File: config.mk
export PLATFORM = sky130hd
export DESIGN_NAME = costas_mixer_iad_flat
export DESIGN_NICKNAME = d
export VERILOG_FILES = /design/src/rtl/costas_pkg.sv /design/src/rtl/costas_mixer_iad_if.sv /design/src/rtl/costas_mixer_iad_arm.sv /design/src/rtl/costas_mixer_iad.sv /design/src/flat_wrapper.sv
export SDC_FILE = /design/constraint.sdc
export NUM_CORES = 2
export LEC_CHECK = 0
export CAP_MARGIN = 40
export CORE_UTILIZATION = 60
export CTS_CLUSTER_SIZE = 30
export DETAILED_ROUTE_END_ITERATION = 16
export GPL_TIMING_DRIVEN = 1
export PLACE_DENSITY = 0.77
export SLEW_MARGIN = 10
export SYNTH_ARGS = -nofsm -noshare
export SYNTH_HDL_FRONTEND = slang
export SYNTH_SLANG_ARGS = --single-unit
File: constraint.sdc
create_clock -name clk -period 10.7 [get_ports clk]
set_input_delay 3.21 -clock clk [delete_from_list [all_inputs] [get_ports clk]]
set_output_delay 3.21 -clock clk [all_outputs]
set_load 0.02 [all_outputs]
File: src/rtl/costas_pkg.sv
// costas_pkg
//   Shared definitions for the Costas-loop arm mixer.
//   - Default widths (sample, NCO reference, output, integrate-and-dump log2).
//   - mode_e: arm operating mode (per-sample bypass or integrate-and-dump).
//   - round_sat(): round-half-up arithmetic right shift, then clip to a signed
//     OW-bit range. It returns the clipped value and a flag that is set when
//     clipping occurred.
package costas_pkg;

    localparam int COSTAS_DW       = 16;
    localparam int COSTAS_CW       = 16;
    localparam int COSTAS_OW       = 16;
    localparam int COSTAS_IAD_LOG2 = 3;

    typedef enum logic {
        MODE_BYPASS = 1'b0,
        MODE_IAD    = 1'b1
    } mode_e;

    typedef struct packed {
        logic signed [63:0] value;
        logic               clip;
    } round_sat_t;

    // The 64-bit working width is ample for every legal parameter set.
    // The widest intermediate value is DW+CW+IAD_LOG2 bits plus the rounding
    // constant. The caller guarantees that shift >= 1.
    function automatic round_sat_t round_sat(
        input logic signed [63:0] value,
        input int                 shift,
        input int                 ow
    );
        round_sat_t         res;
        logic signed [63:0] rounded;
        logic signed [63:0] shifted;
        logic signed [63:0] max_v;
        logic signed [63:0] min_v;
        rounded = value + (64'sd1 <<< (shift - 1));
        shifted = rounded >>> shift;
        max_v   = (64'sd1 <<< (ow - 1)) - 64'sd1;
        min_v   = -(64'sd1 <<< (ow - 1));
        res.clip  = 1'b0;
        res.value = shifted;
        if (shifted > max_v) begin
            res.value = max_v;
            res.clip  = 1'b1;
        end else if (shifted < min_v) begin
            res.value = min_v;
            res.clip  = 1'b1;
        end
        return res;
    endfunction

endpackage

File: src/rtl/costas_mixer_iad_if.sv
// costas_mixer_iad_if
//   Sample/result bundle of the Costas arm mixer.
//   master (sample source / result sink):
//     drives  clr, in_valid, s_in, lo_cos, lo_sin, iad_en
//     reads   out_valid, i_out, q_out, sat
//   slave (the mixer): the same signals with the directions reversed.
interface costas_mixer_iad_if
    import costas_pkg::*;
#(
    parameter int DW = COSTAS_DW,
    parameter int CW = COSTAS_CW,
    parameter int OW = COSTAS_OW
) ();

    logic                 clr;
    logic                 in_valid;
    logic signed [DW-1:0] s_in;
    logic signed [CW-1:0] lo_cos;
    logic signed [CW-1:0] lo_sin;
    logic                 iad_en;
    logic                 out_valid;
    logic signed [OW-1:0] i_out;
    logic signed [OW-1:0] q_out;
    logic                 sat;

    modport master (
        output clr, in_valid, s_in, lo_cos, lo_sin, iad_en,
        input  out_valid, i_out, q_out, sat
    );

    modport slave (
        input  clr, in_valid, s_in, lo_cos, lo_sin, iad_en,
        output out_valid, i_out, q_out, sat
    );

endinterface

File: src/rtl/costas_mixer_iad_arm.sv
// costas_arm
//   One mixer arm. It contains three pieces:
//   - a full-precision product register (stage 1);
//   - an integrate-and-dump accumulator (stage 2);
//   - a round/saturate result register.
//   Ports:
//     clk, reset     clock, asynchronous active-low reset
//     i_clr          synchronous clear of the product path and accumulator
//     i_take         load a new product this cycle (in_valid and not clr)
//     i_s, i_lo      signed sample and NCO reference
//     i_p_valid      stage-1 product is valid
//     i_iad          effective block mode for the stage-1 product
//     i_last         stage-1 product is the last one of its block
//     i_out_en       register a result this cycle
//     o_res, o_clip  registered result and its clip flag
module costas_arm
    import costas_pkg::*;
#(
    parameter int DW       = COSTAS_DW,
    parameter int CW       = COSTAS_CW,
    parameter int OW       = COSTAS_OW,
    parameter int IAD_LOG2 = COSTAS_IAD_LOG2
) (
    input  logic                 clk,
    input  logic                 reset,
    input  logic                 i_clr,
    input  logic                 i_take,
    input  logic signed [DW-1:0] i_s,
    input  logic signed [CW-1:0] i_lo,
    input  logic                 i_p_valid,
    input  logic                 i_iad,
    input  logic                 i_last,
    input  logic                 i_out_en,
    output logic signed [OW-1:0] o_res,
    output logic                 o_clip
);

    localparam int PW      = DW + CW;
    localparam int AW      = PW + IAD_LOG2;
    localparam int S_BYP   = DW + CW - OW - 1;
    localparam int S_IAD   = IAD_LOG2 + DW + CW - OW - 1;

    logic signed [PW-1:0] r_p;
    logic signed [AW-1:0] r_acc;
    logic signed [OW-1:0] r_res;
    logic                 r_clip;

    logic signed [AW-1:0] w_sum;
    logic signed [63:0]   w_pre;
    round_sat_t           w_rs;

    // The sum of a full block of products needs no more than IAD_LOG2 extra bits.
    assign w_sum = r_acc + AW'(r_p);

    always_comb begin
        w_pre = 64'sd0;
        w_rs  = '0;
        if (i_iad) begin
            w_pre = 64'(w_sum);
            w_rs  = round_sat(w_pre, S_IAD, OW);
        end else begin
            w_pre = 64'(r_p);
            w_rs  = round_sat(w_pre, S_BYP, OW);
        end
    end

    always_ff @(posedge clk or negedge reset) begin
        if (!reset) begin
            r_p    <= '0;
            r_acc  <= '0;
            r_res  <= '0;
            r_clip <= 1'b0;
        end else if (i_clr) begin
            // Results hold. Only the partial block is thrown away.
            r_acc <= '0;
        end else begin
            if (i_take) begin
                r_p <= PW'(i_s) * PW'(i_lo);
            end
            // In bypass mode the accumulator is never written, so it stays 0.
            if (i_p_valid && i_iad) begin
                r_acc <= i_last ? '0 : w_sum;
            end
            if (i_out_en) begin
                r_res  <= w_rs.value[OW-1:0];
                r_clip <= w_rs.clip;
            end
        end
    end

    assign o_res  = r_res;
    assign o_clip = r_clip;

endmodule

File: src/rtl/costas_mixer_iad.sv
// costas_mixer_iad
//   Costas-loop arm mixer. It multiplies the sample by the NCO cosine and sine.
//   An optional integrate-and-dump stage averages 2^IAD_LOG2 products.
//   Results are rounded and saturated to OW bits.
//   Ports:
//     clk    clock; all state changes on the rising edge
//     reset  asynchronous, active-low reset
//     bus    costas_mixer_iad_if.slave (sample in, result out, clr, iad_en)
//   This level owns the valid pipeline, the block counter, the mode latch and
//   the OR of the two arm clip flags. It instantiates two costas_arm:
//   index 0 is the I arm (cosine) and index 1 is the Q arm (sine).
module costas_mixer_iad
    import costas_pkg::*;
#(
    parameter int DW       = COSTAS_DW,
    parameter int CW       = COSTAS_CW,
    parameter int OW       = COSTAS_OW,
    parameter int IAD_LOG2 = COSTAS_IAD_LOG2
) (
    input  logic clk,
    input  logic reset,
    costas_mixer_iad_if.slave bus
);

    logic                r_p_valid;
    mode_e               r_mode_s1;   // iad_en captured alongside the product
    mode_e               r_mode;      // mode held for the current block
    logic [IAD_LOG2-1:0] r_cnt;
    logic                r_out_valid;

    logic                 w_take;
    mode_e                w_mode_eff;
    logic                 w_last;
    logic                 w_out_en;
    logic signed [CW-1:0] w_lo   [2];
    logic signed [OW-1:0] w_res  [2];
    logic [1:0]           w_clip;

    // clr wins over a coincident sample.
    assign w_take = bus.in_valid & ~bus.clr;

    // At a block start the sample's own iad_en decides the mode. After that,
    // the latched mode applies until the counter wraps.
    assign w_mode_eff = (r_cnt == '0) ? r_mode_s1 : r_mode;
    assign w_last     = (r_cnt == {IAD_LOG2{1'b1}});
    assign w_out_en   = r_p_valid & ((w_mode_eff == MODE_BYPASS) | w_last);

    always_ff @(posedge clk or negedge reset) begin
        if (!reset) begin
            r_p_valid   <= 1'b0;
            r_mode_s1   <= MODE_BYPASS;
            r_mode      <= MODE_BYPASS;
            r_cnt       <= '0;
            r_out_valid <= 1'b0;
        end else if (bus.clr) begin
            r_p_valid   <= 1'b0;
            r_mode      <= MODE_BYPASS;
            r_cnt       <= '0;
            r_out_valid <= 1'b0;
        end else begin
            r_p_valid   <= bus.in_valid;
            r_out_valid <= w_out_en;
            if (bus.in_valid) begin
                r_mode_s1 <= bus.iad_en ? MODE_IAD : MODE_BYPASS;
            end
            if (r_p_valid) begin
                r_mode <= w_mode_eff;
                if (w_mode_eff == MODE_IAD) begin
                    r_cnt <= r_cnt + IAD_LOG2'(1);
                end else begin
                    r_cnt <= '0;
                end
            end
        end
    end

    assign w_lo[0] = bus.lo_cos;
    assign w_lo[1] = bus.lo_sin;

    generate
        for (genvar gi = 0; gi < 2; gi++) begin : g_arm
            costas_arm #(
                .DW       (DW),
                .CW       (CW),
                .OW       (OW),
                .IAD_LOG2 (IAD_LOG2)
            ) u_arm (
                .clk       (clk),
                .reset     (reset),
                .i_clr     (bus.clr),
                .i_take    (w_take),
                .i_s       (bus.s_in),
                .i_lo      (w_lo[gi]),
                .i_p_valid (r_p_valid),
                .i_iad     (w_mode_eff == MODE_IAD),
                .i_last    (w_last),
                .i_out_en  (w_out_en),
                .o_res     (w_res[gi]),
                .o_clip    (w_clip[gi])
            );
        end
    endgenerate

    assign bus.out_valid = r_out_valid;
    assign bus.i_out     = w_res[0];
    assign bus.q_out     = w_res[1];
    assign bus.sat       = |w_clip;

endmodule

File: src/flat_wrapper.sv
// flat-port wrapper written by rule: the top's interface ports become plain ports
module costas_mixer_iad_flat import costas_pkg::*;
#(
    parameter int DW       = COSTAS_DW,
    parameter int CW       = COSTAS_CW,
    parameter int OW       = COSTAS_OW,
    parameter int IAD_LOG2 = COSTAS_IAD_LOG2
)
  (clk, reset, bus_clr, bus_in_valid, bus_s_in, bus_lo_cos, bus_lo_sin, bus_iad_en, bus_out_valid, bus_i_out, bus_q_out, bus_sat);
  costas_mixer_iad_if #(.DW(DW), .CW(CW), .OW(OW)) bus_i ();
  input  logic clk;
  input  logic reset;
  input wire logic [$bits(bus_i.clr)-1:0] bus_clr;
  input wire logic [$bits(bus_i.in_valid)-1:0] bus_in_valid;
  input wire logic [$bits(bus_i.s_in)-1:0] bus_s_in;
  input wire logic [$bits(bus_i.lo_cos)-1:0] bus_lo_cos;
  input wire logic [$bits(bus_i.lo_sin)-1:0] bus_lo_sin;
  input wire logic [$bits(bus_i.iad_en)-1:0] bus_iad_en;
  output wire logic [$bits(bus_i.out_valid)-1:0] bus_out_valid;
  output wire logic [$bits(bus_i.i_out)-1:0] bus_i_out;
  output wire logic [$bits(bus_i.q_out)-1:0] bus_q_out;
  output wire logic [$bits(bus_i.sat)-1:0] bus_sat;
  assign bus_i.clr = bus_clr;
  assign bus_i.in_valid = bus_in_valid;
  assign bus_i.s_in = bus_s_in;
  assign bus_i.lo_cos = bus_lo_cos;
  assign bus_i.lo_sin = bus_lo_sin;
  assign bus_i.iad_en = bus_iad_en;
  assign bus_out_valid = bus_i.out_valid;
  assign bus_i_out = bus_i.i_out;
  assign bus_q_out = bus_i.q_out;
  assign bus_sat = bus_i.sat;
  costas_mixer_iad #(.DW(DW), .CW(CW), .OW(OW), .IAD_LOG2(IAD_LOG2)) u_core (.clk(clk), .reset(reset), .bus(bus_i));
endmodule
Word-level counts from Yosys, hierarchy flattened

Index checks and enable logic that the tools add are counted.

Equality and inequality tests: 1
Mux-type cells: 25
Order comparisons: 8
Reduce and logical (&&, ||, !) cells: 8
Add/subtract/negate cells: 7
Bitwise operators: 5
Multipliers: 2

Operators with widths:

| kind                                                                           | number |
|---|---|
| 35-bit two-way mux                                                             | 6 |
| 17-bit two-way mux                                                             | 10 |
| 35-bit by 19-bit adder with 36-bit output, second input constant               | 2 |
| 18-bit by 16-bit > comparator with 1-bit output, second input constant         | 4 |
| 18-bit by 16-bit less-than comparator with 1-bit output, second input constant | 4 |
| 35-bit by 32-bit adder with 35-bit output                                      | 2 |
| 32-bit by 16-bit adder with 33-bit output, second input constant               | 2 |
| 16-bit by 16-bit multiplier with 32-bit output                                 | 2 |
| 3-bit two-way mux                                                              | 3 |
| 1-bit two-way mux                                                              | 6 |
| 2-bit AND reduction                                                            | 3 |
| 2-bit nonzero test                                                             | 2 |
| 3-bit by 1-bit adder with 3-bit output, second input constant                  | 1 |
| 3-bit equality test, second input constant                                     | 1 |
| 3-bit zero test                                                                | 1 |
| 1-bit AND                                                                      | 2 |
| 1-bit NOT                                                                      | 2 |
| 2-bit OR reduction                                                             | 1 |
| 1-bit logical AND                                                              | 1 |
| 1-bit bitwise OR                                                               | 1 |

Logic and storage cells: 69
Flip-flop bits (word level): 175

Longest topological paths before layout

Depth after elaboration: 6
Depth in mapped cells: 28
Mapped depth without buffers: 27

Hierarchy

Synthesis repeated with hierarchy kept, for this count alone.

Cells, all modules: 3,657
Area, all modules: 32,503.7 um2

Modules (own cells, without submodules):

| module                             | sequential area each (um2) | times used | cells each | area each (um2) |
|---|---|---|---|---|
| costas_arm (u_core.g_arm[0].u_arm) | 2,102.0                    | 1          | 1,821      | 16,067.9 |
| costas_arm (u_core.g_arm[1].u_arm) | 2,102.0                    | 1          | 1,805      | 16,066.7 |
| costas_mixer_iad                   | 175.2                      | 1          | 31         | 369.1 |

Worst setup path after synthesis

Ideal clock, no wire load.

Path kind: input port to flip-flop
Start point: input port bus_lo_cos[1]
End point: register u_core.g_arm[0].u_arm.r_p[29]
Stages on the path: 23
Arrival: 8,972 ps
Slack: 1,595 ps
Cell sequence: clkbuf_1 > nand2_1 > inv_1 > fa_1 > fa_1 > fa_1 > fa_1 > fa_1 > inv_1 > fa_1 > inv_1 > ha_1 > a21o_1 > a21oi_1 > nand2_1 > nor4_1 > nor3_1 > nor3_1 > nor3_1 > or3_1 > a21oi_1 > xor2_1 > o21ai_0

Cells in the longest elaborated chain, start to end: 1

Ends and longest elaborated chain:

| what                                           | line                       | text |
|---|---|---|
| start: declaration                             | flat_wrapper.sv:16         | `input wire logic [$bits(bus_i.lo_cos)-1:0] bus_lo_cos;` |
| 16-bit by 16-bit multiplier with 32-bit output | costas_mixer_iad_arm.sv:78 | `r_p <= PW'(i_s) * PW'(i_lo);` |
| end signal: assignment                         | costas_mixer_iad_arm.sv:78 |  |
| end: declaration                               | costas_mixer_iad_arm.sv:43 | `logic signed [PW-1:0] r_p;` |

No other way between the ends.
A chain may end at the register's enable or synchronous reset.

Worst setup path in the final report

Start point: input port bus_s_in[4]
End point: register u_core.g_arm[1].u_arm.r_p[24]

Cells in the longest elaborated chain, start to end: 1

Ends and longest elaborated chain:

| what                                           | line                       | text |
|---|---|---|
| start: declaration                             | flat_wrapper.sv:15         | `input wire logic [$bits(bus_i.s_in)-1:0] bus_s_in;` |
| 16-bit by 16-bit multiplier with 32-bit output | costas_mixer_iad_arm.sv:78 |  |
| end signal: assignment                         | costas_mixer_iad_arm.sv:78 |  |
| end: declaration                               | costas_mixer_iad_arm.sv:43 |  |

No other way between the ends.

==> results.sh <==
export IMPL_fill_cells=4391
export IMPL_nets=4417
export IMPL_seq_area_sq_um=4380
export IMPL_cts_buffer_depth=2
export IMPL_io_buffers=86
export IMPL_antenna_found_initial=0
export IMPL_drt_first_pass_iters=8
export IMPL_async_flop_share_pct=100
export IMPL_drive_gt1_share_pct=3.91
export IMPL_mostFrequentLayoutCells="inv_1, fa_1, nand2_1"
export IMPL_dpl_hpwl_um=60700
export IMPL_grt_max_degree=72
export IMPL_core_area_sq_um=51700
export IMPL_multiInputGateArea_sq_um=24400
export IMPL_drt_iter0_drc=1608
export IMPL_clk_latency_ps=450
export IMPL_relSlewSlack_pct=44.9
export IMPL_grt_use_total_pct=29.5
export IMPL_yosys_warnings=0
export IMPL_htreeDepth=4
export IMPL_netlist_cell_type_count=79
export IMPL_grt_pass1_wl_um=127000
export IMPL_layout_commonest_cell="inv_1"
export IMPL_fmax_mhz=103
export IMPL_cts_root_buf="clkbuf_16"
export IMPL_ctsHoldBuffers=0
export IMPL_ys_seq_elements=175
export IMPL_routed_wl_um=74300
export IMPL_maxCapViolCount=0
export IMPL_startpoint_type="primary input"
export IMPL_slew_viol_final=0
export IMPL_die_h_um=231
export IMPL_cts_tree="built"
export IMPL_status="complete, no violations"
export IMPL_floorplan_initialDensity_pct=61.1
export IMPL_tns_ps=0
export IMPL_worst_slew_pin_slew_ps=821
export IMPL_syn_avg_cell_area_sq_um=8.84
export IMPL_synthCells=3575
export IMPL_areaGrowthSynthToFinish_pct=7.13
export IMPL_arrival_ps=10030
export IMPL_synth_edf_count=0
export IMPL_holdPathStages=2
export IMPL_path_max_fanout=15
export IMPL_crit_required_ps=11040
export IMPL_post_drt_wl_per_cell_um=17.3
export IMPL_syn_area_sq_um=31600
export IMPL_synth_nets=4393
export IMPL_end_kind="flip-flop"
export IMPL_rsz0062_at_grt="no"
export IMPL_grt_pass1_vias=25300
export IMPL_vias=24400
export IMPL_num_antenna_cells=0
export IMPL_holdPathEnd="u_core.g_arm[0].u_arm.r_p[0]"
export IMPL_final_hold_viol_count=0
export IMPL_r2r_slack_ps=5550
export IMPL_rr_startpoint="u_core.g_arm[1].u_arm.r_p[0]"
export IMPL_crit_type="in -> reg"
export IMPL_period_share_pct=90.6
export IMPL_gp_congestion=0.958
export IMPL_rows=83
export IMPL_cts_num_sinks=175
export IMPL_drc=0
export IMPL_ant_nets=0
export IMPL_routed_via_density=5.70
export IMPL_clk_pin_slew_worst_paths_ps=70
export IMPL_hp_start="u_core.g_arm[0].u_arm.r_p[0]"
export IMPL_r2r_cells=15
export IMPL_cts_buffers=17
export IMPL_synth_ff_type="dfrtp_1"
export IMPL_globalRouteOverflowTotal=0
export IMPL_fin_worst_skew_ps=8.92
export IMPL_cts_setup_buffers=0
export IMPL_die_w_um=231
export IMPL_period_needed_ps=9690
export IMPL_boundaryPins=87
export IMPL_min_path_type="reg -> reg"
export IMPL_yosysSeqAreaShare_pct=13.9
export IMPL_ctsResizeCount=0
export IMPL_dieArea_sq_um=53600
export IMPL_rr_endpoint="u_core.g_arm[1].u_arm.o_res[2]"
export IMPL_setup_violations=0
==> state kept, by name, indices dropped and copies added, names as in the netlist <==
name	cells
u_core.bus.out_valid	1
u_core.g_arm.u_arm.o_clip	2
u_core.r_mode	1
u_core.g_arm.u_arm.r_p	64
u_core.r_p_valid	1
u_core.g_arm.u_arm.o_res	32
u_core.g_arm.u_arm.r_acc	70
u_core.r_mode_s1	1
u_core.r_cnt	3
==> critical path, cell delays in order <==
cell and delay (ps):
clkdlybuf4s50_1 990, buf_4 300, and2_1 160, fa_1 440, fa_1 500, ha_1 200
fa_1 480, inv_1 50, fa_1 480, fa_1 490, inv_1 50, ha_1 310
o21ai_0 240, a21o_1 170, a211oi_1 110, o31ai_1 480, o21ai_0 340, or3_1 430
a41oi_1 240, xnor2_1 90, mux2_2 260
==> per-layer routing <==
| layer | vias to the layer above | GRT usage [%] | part of all wire, % |
|---|---|---|---|
| met5 | - | 0 | 0 |
| met2 | 783 | 48.1 | 47 |
| met4 | 0 | 7.28 | 1.8 |
| met3 | 110 | 3.43 | 6.8 |
| met1 | 12200 | 41.8 | 44 |
| li1 | 11400 | - | - |
==> layout make-up <==
class	count	area share, %
inverters	614	6.81
clock inverters	6	0.262
multi-input cells	2642	72.0
well taps	680	2.51
clock buffers	21	1.36
flip-flops and latches	175	12.9
repair buffers	149	4.11
==> cells in the mapped netlist, types with 6 or more instances <==
library cell | instances | area share [%]
a31oi_1 | 18 | 0.36
nand3_1 | 69 | 1.1
ha_1 | 239 | 9.5
nor4_1 | 9 | 0.18
o211ai_1 | 19 | 0.45
fa_1 | 526 | 33
o41ai_1 | 6 | 0.17
and2_1 | 251 | 5.0
a211oi_1 | 21 | 0.50
nor2b_1 | 14 | 0.28
or2_2 | 8 | 0.16
clkbuf_1 | 132 | 1.6
o21ai_1 | 7 | 0.11
o21ai_0 | 142 | 2.2
or3_1 | 21 | 0.42
nor2_1 | 144 | 1.7
a221oi_2 | 19 | 0.90
nor3_1 | 41 | 0.65
a221oi_1 | 12 | 0.33
o21bai_1 | 6 | 0.14
inv_1 | 614 | 7.3
and3_1 | 19 | 0.38
xnor2_1 | 109 | 3.0
a21oi_1 | 134 | 2.1
o21a_1 | 15 | 0.36
a22o_1 | 29 | 0.80
buf_2 | 7 | 0.11
o31ai_1 | 11 | 0.26
nand2b_1 | 37 | 0.73
nand4_1 | 16 | 0.32
or4_1 | 6 | 0.14
nand2_1 | 489 | 5.8
xor2_1 | 70 | 1.9
a21o_1 | 53 | 1.3
dfrtp_1 | 175 | 14
==> worst max-delay path by stage <==
stage                                          to  slack [ps]     startpoint  depth (start not counted)
finish              u_core.g_arm[1].u_arm.r_p[24]        1010    bus_s_in[4]                         21
global placement    u_core.g_arm[0].u_arm.r_p[29]         690  bus_lo_cos[4]                         23
detailed placement  u_core.g_arm[1].u_arm.r_p[28]         600   bus_s_in[12]                         25
CTS                 u_core.g_arm[1].u_arm.r_p[24]        1080    bus_s_in[4]                         21
floorplan           u_core.g_arm[0].u_arm.r_p[29]        1600  bus_lo_cos[1]                         23
global route        u_core.g_arm[1].u_arm.r_p[24]         590    bus_s_in[4]                         21
==> stage by stage <==
stage | hold slack [ps] | setup slack (ps) | util (%) | cell area [sq um] | std cells
floorplan | 445 | 1600 | - | 31600 | 3575
global placement | 461 | 689 | 64.3 | 33300 | 4259
detailed placement | 469 | 597 | 64.4 | 33300 | 4260
CTS | 485 | 1080 | 65.5 | 33900 | 4287
global route | 511 | 591 | 65.5 | 33900 | 4287
finish | 481 | 1010 | 65.5 | 33900 | 4287
==> kinds of logic after synthesis <==
| family | Yosys count | share of synthesized area [%] |
|---|---|---|
| mux | 7 | 0.238 |
| flops | 175 | 13.9 |
| xor+xnor | 180 | 5.01 |
| compound gates | 546 | 11.6 |
| buf+inv | 758 | 9.09 |
| simple gates | 1144 | 17.4 |
| fa+ha+maj | 765 | 42.8 |
Power is not shown: default switching activity piles up to over one toggle a cycle in this logic, so the estimate is an artifact.
